<file path="config.mk">
export PLATFORM = sky130hd
export DESIGN_NAME = mux16_scan_ctrl_flat
export DESIGN_NICKNAME = d
export VERILOG_FILES = /design/src/rtl/mux16_scan_ctrl_if.sv /design/src/rtl/mux16_scan_ctrl.sv /design/src/flat_wrapper.sv
export SDC_FILE = /design/constraint.sdc
export NUM_CORES = 1
export LEC_CHECK = 0
export ABC_AREA = 0
export CAP_MARGIN = 20
export CORE_ASPECT_RATIO = 1.5
export CORE_MARGIN = 8
export CORE_UTILIZATION = 53
export DETAILED_ROUTE_END_ITERATION = 10
export GPL_TIMING_DRIVEN = 0
export PLACE_DENSITY_LB_ADDON = 0.2
export SLEW_MARGIN = 40
export SYNTH_ARGS = -nofsm -noshare
export SYNTH_HDL_FRONTEND = slang
export SYNTH_SLANG_ARGS = --single-unit
</file>
<file path="constraint.sdc">
create_clock -name clk -period 1.9 [get_ports clk]
set_clock_uncertainty 0.05 [all_clocks]
set_input_delay 0.19 -clock clk [delete_from_list [all_inputs] [get_ports clk]]
set_output_delay 0.19 -clock clk [all_outputs]
set_load 0.02 [all_outputs]
</file>
<file path="src/rtl/mux16_scan_ctrl_if.sv">
// Scan controller <-> mux tree / requester bundle. The parity wire exists only
// when SCAN_PARITY_EN is defined.
interface mux16_scan_ctrl_if #(
  parameter int NCH  = 16,
  parameter int SELW = 4
);
   logic            start;
   logic            mux_out;
   logic [SELW-1:0] sel;
   logic            busy;
   logic            done;
   logic [NCH-1:0]  word;
`ifdef SCAN_PARITY_EN
   logic            parity;

   modport slave  (input start, mux_out, output sel, busy, done, word, parity);
   modport master (output start, mux_out, input sel, busy, done, word, parity);
`else
   modport slave  (input start, mux_out, output sel, busy, done, word);
   modport master (output start, mux_out, input sel, busy, done, word);
`endif
endinterface

</file>
<file path="src/rtl/mux16_scan_ctrl.sv">
// Select sequencer for the 16:1 mux tree: walks sel over all channels, waits
// SETTLE cycles per channel, samples mux_out into a word. Option: SCAN_PARITY_EN.
module mux16_scan_ctrl #(
  parameter int NCH    = 16,
  parameter int SELW   = 4,
  parameter int SETTLE = 2
) (
   input logic              clk,
   input logic              rst,
   mux16_scan_ctrl_if.slave bus
);

   typedef enum logic [1:0] {S_IDLE, S_SETTLE, S_SAMPLE, S_DONE} state_e;

   localparam int              CW       = (SETTLE > 1) ? $clog2(SETTLE) : 1;
   localparam logic [CW-1:0]   CNT_LOAD = (SETTLE > 0) ? CW'(SETTLE - 1) : '0;
   localparam state_e          S_NEXT   = (SETTLE == 0) ? S_SAMPLE : S_SETTLE;
   localparam logic [SELW-1:0] CH_LAST  = SELW'(NCH - 1);

   state_e          state_q, state_d;
   logic [SELW-1:0] ch_q, ch_d;
   logic [SELW-1:0] sel_q, sel_d;
   logic [CW-1:0]   cnt_q, cnt_d;
   logic            busy_q, busy_d;
   logic            done_q, done_d;
   logic [NCH-1:0]  word_q, word_d;
   logic [NCH-1:0]  shadow_q, shadow_d;
`ifdef SCAN_PARITY_EN
   logic            parity_q, parity_d;
`endif

   // NOTE: every _d starts from its hold value so no path leaves it unassigned (no latches).
   always_comb begin
      state_d  = state_q;
      ch_d     = ch_q;
      sel_d    = sel_q;
      cnt_d    = cnt_q;
      word_d   = word_q;
      shadow_d = shadow_q;
      done_d   = 1'b0;
`ifdef SCAN_PARITY_EN
      parity_d = parity_q;
`endif
      case (state_q)
         S_IDLE: begin
            if (bus.start) begin
               ch_d    = '0;
               sel_d   = '0;
               cnt_d   = CNT_LOAD;
               state_d = S_NEXT;
            end
         end
         S_SETTLE: begin
            if (cnt_q == '0) state_d = S_SAMPLE;
            else             cnt_d   = cnt_q - 1'b1;
         end
         S_SAMPLE: begin
            shadow_d[ch_q] = bus.mux_out;
            if (ch_q == CH_LAST) begin
               state_d = S_DONE;
            end else begin
               ch_d    = ch_q + 1'b1;
               sel_d   = ch_q + 1'b1;
               cnt_d   = CNT_LOAD;
               state_d = S_NEXT;
            end
         end
         S_DONE: begin
            // shadow_q already holds the last channel, sampled on entry to DONE
            word_d  = shadow_q;
            done_d  = 1'b1;
            sel_d   = '0;
            state_d = S_IDLE;
`ifdef SCAN_PARITY_EN
            parity_d = ^shadow_q;
`endif
         end
         default: state_d = S_IDLE;
      endcase
      busy_d = (state_d == S_SETTLE) || (state_d == S_SAMPLE);
   end

   // NOTE: state registers use non-blocking assignments only; the shadow word is
   // a small flop vector and is cleared by reset along with everything else.
   always_ff @(posedge clk) begin
      if (rst) begin
         state_q  <= S_IDLE;
         ch_q     <= '0;
         sel_q    <= '0;
         cnt_q    <= '0;
         busy_q   <= 1'b0;
         done_q   <= 1'b0;
         word_q   <= '0;
         shadow_q <= '0;
`ifdef SCAN_PARITY_EN
         parity_q <= 1'b0;
`endif
      end else begin
         state_q  <= state_d;
         ch_q     <= ch_d;
         sel_q    <= sel_d;
         cnt_q    <= cnt_d;
         busy_q   <= busy_d;
         done_q   <= done_d;
         word_q   <= word_d;
         shadow_q <= shadow_d;
`ifdef SCAN_PARITY_EN
         parity_q <= parity_d;
`endif
      end
   end

   assign bus.sel  = sel_q;
   assign bus.busy = busy_q;
   assign bus.done = done_q;
   assign bus.word = word_q;
`ifdef SCAN_PARITY_EN
   assign bus.parity = parity_q;
`endif

endmodule

</file>
<file path="src/flat_wrapper.sv">
// flat-port wrapper written by rule: the top's interface ports become plain ports
module mux16_scan_ctrl_flat 
#(
  parameter int NCH    = 16,
  parameter int SELW   = 4,
  parameter int SETTLE = 2
)
  (clk, rst, bus_start, bus_mux_out, bus_sel, bus_busy, bus_done, bus_word);
  mux16_scan_ctrl_if #(.NCH(NCH), .SELW(SELW)) bus_i ();
  input logic clk;
  input logic rst;
  input wire logic [$bits(bus_i.start)-1:0] bus_start;
  input wire logic [$bits(bus_i.mux_out)-1:0] bus_mux_out;
  output wire logic [$bits(bus_i.sel)-1:0] bus_sel;
  output wire logic [$bits(bus_i.busy)-1:0] bus_busy;
  output wire logic [$bits(bus_i.done)-1:0] bus_done;
  output wire logic [$bits(bus_i.word)-1:0] bus_word;
  assign bus_i.start = bus_start;
  assign bus_i.mux_out = bus_mux_out;
  assign bus_sel = bus_i.sel;
  assign bus_busy = bus_i.busy;
  assign bus_done = bus_i.done;
  assign bus_word = bus_i.word;
  mux16_scan_ctrl #(.NCH(NCH), .SELW(SELW), .SETTLE(SETTLE)) u_core (.clk(clk), .rst(rst), .bus(bus_i));
endmodule
</file>
==> qor.yml <==
route.detailed.wl_per_inst_um: 13.2
drive_gt1_share_pct: 7.97
achievable-frequency_mhz: 637
ys_top_cells_by_area: "sky130_fd_sc_hd__dfxtp_1 (50%), sky130_fd_sc_hd__nand2_1 (11%), sky130_fd_sc_hd__a21oi_1 (9.6%)"
global_route.overflow_total: 0
syn-cell-area_um2: 1820
tritoncts_num_sinks: 45
cts.root.buffer_cell: "sky130_fd_sc_hd__clkbuf_8"
run_status: "complete, no violations"
floorplan.rows: 26
finalPower_mw: 1.67
antenna_cell_count: 0
category_of_the_most_critical_setup_path: "reg -> reg"
antenna_found_initial: 0
drt_first_iter_violations: 41
post_cts_resize_count: 0
die_h_um: 87.8
die-area_um2: 5600
synthesized_area_per_cell_um2: 8.31
post-cts-setup-buffers: 0
worst_setup_path_end_kind: "register"
timing_hold_violations_final: 0
syn_nets: 227
final-setup-viol-count: 0
count_of_cell_types_in_the_netlist: 32
cap_viol_max_count: 0
initial_utilization_pct: 54.3
worst_r2r_path_cells: 5
grt_first_pass_wirelength_um: 6590
cts-buffers-inserted: 5
synth_top_area_cell: "sky130_fd_sc_hd__dfxtp_1"
worstPathRequired_ns: 2.02
overall_fraction_of_global_route_tracks_in_use_pct: 14.7
irDropWorstVdd_uv: 660
top_level_ports: 26
most_frequent_standard_cell_in_the_layout_excluding_fill_and_tap_cells: "sky130_fd_sc_hd__nand2_1"
powerDensity_nw_per_um2: 756
min_delay_path_depth: 2
area_growth_pct: 21.4
timing.final.crit_share_pct: 82.6
totalNegativeSetupSlack_ns: 0
critPathLaunchType: "register"
slew_headroom_pct: 65.6
antenna_violation_net_count_after_detailed_routing: 0
route.final.wire_length_um: 3860
path_max_fanout: 5
grt_start_max_net_pins: 15
cts_htree_levels: 2
final-max-slew-violation-count: 0
syn_inst: 219
post-route-drc-count: 0
yosys_register_bits: 45
layout.filler_cells: 292
sequential_cell_area_fraction_in_the_yosys_report_pct: 49.5
max-clock-path-buffers: 2
place.gp.congestion: 0.831
clock_latency_of_the_later_clocked_register_in_the_worst_skew_pair_ns: 0.30
core_region_area_um2: 3350
vias: 1532
cts_tree: "yes"
cts.hold.buffers_added: 0
ys_warn_count: 0
timing_worst_slew_pin_value_ns: 0.515
detailedPlacementHpwl_um: 2750
worst_ep_arrival_time_ns: 1.69
final_critical_path_required_period_ns: 1.57
num-nets-final: 258
die_width_um: 63.8
placement.io_buffers: 24
total_leakage_power_nw: 0.821
synth_top_cell_area_share_pct: 49.5
first_global_vias: 1538
rsz0062_at_grt: "no"
mostFrequentLayoutCells: "sky130_fd_sc_hd__nand2_1 (51), sky130_fd_sc_hd__dfxtp_1 (45), sky130_fd_sc_hd__a21oi_1 (35)"
timing.hold.worst.class: "in -> reg"
drt_pass1_iterations: 4
vias_per_cell: 5.23
fin_util_pct: 65.9
clk_pin_slew_ns: 0.08
-- registers in the layout (all words and copies together) (netlist names) --
signal and cells:
u_core.state_q 2, u_core.cnt_q 1, u_core.shadow_q 16, u_core.ch_q 4, u_core.bus.sel 4, u_core.bus.word 16
u_core.bus.busy 1, u_core.bus.done 1
-- area by class of cell --
| class | instances | area, µm² | share of cell area (%) |
|---|---|---|---|
| plain buffers | 14 | 76.3 | 3.46 |
| flip-flops and latches | 45 | 901 | 40.8 |
| clock buffers | 6 | 82.6 | 3.74 |
| inverters | 4 | 15.0 | 0.680 |
| multi-input cells | 156 | 827 | 37.5 |
| clock inverters | 2 | 13.8 | 0.623 |
| repair buffers | 24 | 240 | 10.9 |
| well taps | 42 | 52.6 | 2.38 |
-- metal layers --
layer / global-route usage, % / routed length (µm) / vias to the layer above
met5: 0 / 0 / -
met2: 25.6 / 1990 / 25
met3: 5.25 / 167 / 10
met4: 9.37 / 97 / 0
li1: - / - / 785
met1: 14.5 / 1600 / 712
-- power by group --
part / switching [mW] / leakage [nW] / internal (mW) / total (mW)
combinational: 0.0610 / 0.406 / 0.0349 / 0.0959
clock: 0.321 / 0.0512 / 0.295 / 0.616
sequential: 0.00625 / 0.363 / 0.952 / 0.958
total: 0.388 / 0.821 / 1.28 / 1.67
-- path summary, 6_finish.rpt --
kind,start,endpoint,slack [ns]
worst max-delay path,u_core.ch_q[0],u_core.bus.sel[2],0.33
worst min-delay path,rst,u_core.bus.word[14],0.22
worst max register to register,u_core.ch_q[0],u_core.bus.sel[2],0.33
worst min register to register,u_core.shadow_q[11],u_core.bus.word[11],0.40
-- cell families after synthesis --
logic type / share of synthesized area (%)
AND/OR/NAND/NOR: 23.2
AO/OA/AOI/OAI: 14.6
flip-flops: 49.5
buffers and inverters: 5.02
multiplexers: 3.85
adder cells (fa/ha/maj): 2.75
XOR/XNOR: 0.963
-- Yosys cell counts --
master / count
sky130_fd_sc_hd__nand2_1: 51
sky130_fd_sc_hd__dfxtp_1: 45
sky130_fd_sc_hd__a21oi_1: 35
sky130_fd_sc_hd__nor2_1: 19
sky130_fd_sc_hd__o21ai_0: 9
sky130_fd_sc_hd__mux2i_1: 7
sky130_fd_sc_hd__clkbuf_1: 6
sky130_fd_sc_hd__nand3_1: 5
sky130_fd_sc_hd__ha_1: 4
sky130_fd_sc_hd__inv_1: 4
sky130_fd_sc_hd__nand3b_1: 4
sky130_fd_sc_hd__buf_2: 3
sky130_fd_sc_hd__buf_4: 3
sky130_fd_sc_hd__nand4_1: 3
sky130_fd_sc_hd__a22oi_1: 2
sky130_fd_sc_hd__nand2b_1: 2
sky130_fd_sc_hd__o21bai_1: 2
sky130_fd_sc_hd__a21o_1: 1
sky130_fd_sc_hd__and2_1: 1
sky130_fd_sc_hd__and2b_1: 1
sky130_fd_sc_hd__and3_2: 1
sky130_fd_sc_hd__buf_6: 1
sky130_fd_sc_hd__clkbuf_2: 1
sky130_fd_sc_hd__nand2_2: 1
sky130_fd_sc_hd__nand3b_4: 1
sky130_fd_sc_hd__nor2b_1: 1
sky130_fd_sc_hd__nor2b_2: 1
sky130_fd_sc_hd__nor3_1: 1
sky130_fd_sc_hd__o2bb2ai_1: 1
sky130_fd_sc_hd__or3_1: 1
sky130_fd_sc_hd__xnor2_1: 1
sky130_fd_sc_hd__xor2_1: 1
-- metrics by stage --
step | std cells | worst slack (ns) | hold slack (ns) | area, µm²
6_report | 293 | 0.330 | 0.218 | 2210
5_1_grt | 293 | 0.243 | 0.264 | 2210
4_1_cts | 293 | 0.324 | 0.224 | 2210
3_5_place_dp | 285 | 0.338 | 0.390 | 2110
3_3_place_gp | 285 | 0.358 | 0.385 | 2110
2_1_floorplan | 219 | 0.496 | 0.284 | 1820
-- worst max-delay path, cell delays in order (launching register included) --
cell and delay (ns):
sky130_fd_sc_hd__dfxtp_1 0.36, sky130_fd_sc_hd__ha_1 0.28, sky130_fd_sc_hd__and3_2 0.28, sky130_fd_sc_hd__o2bb2ai_1 0.21
sky130_fd_sc_hd__a22oi_1 0.22, sky130_fd_sc_hd__nor2_1 0.05
No activity file was read; power rests on OpenSTA's default activity.
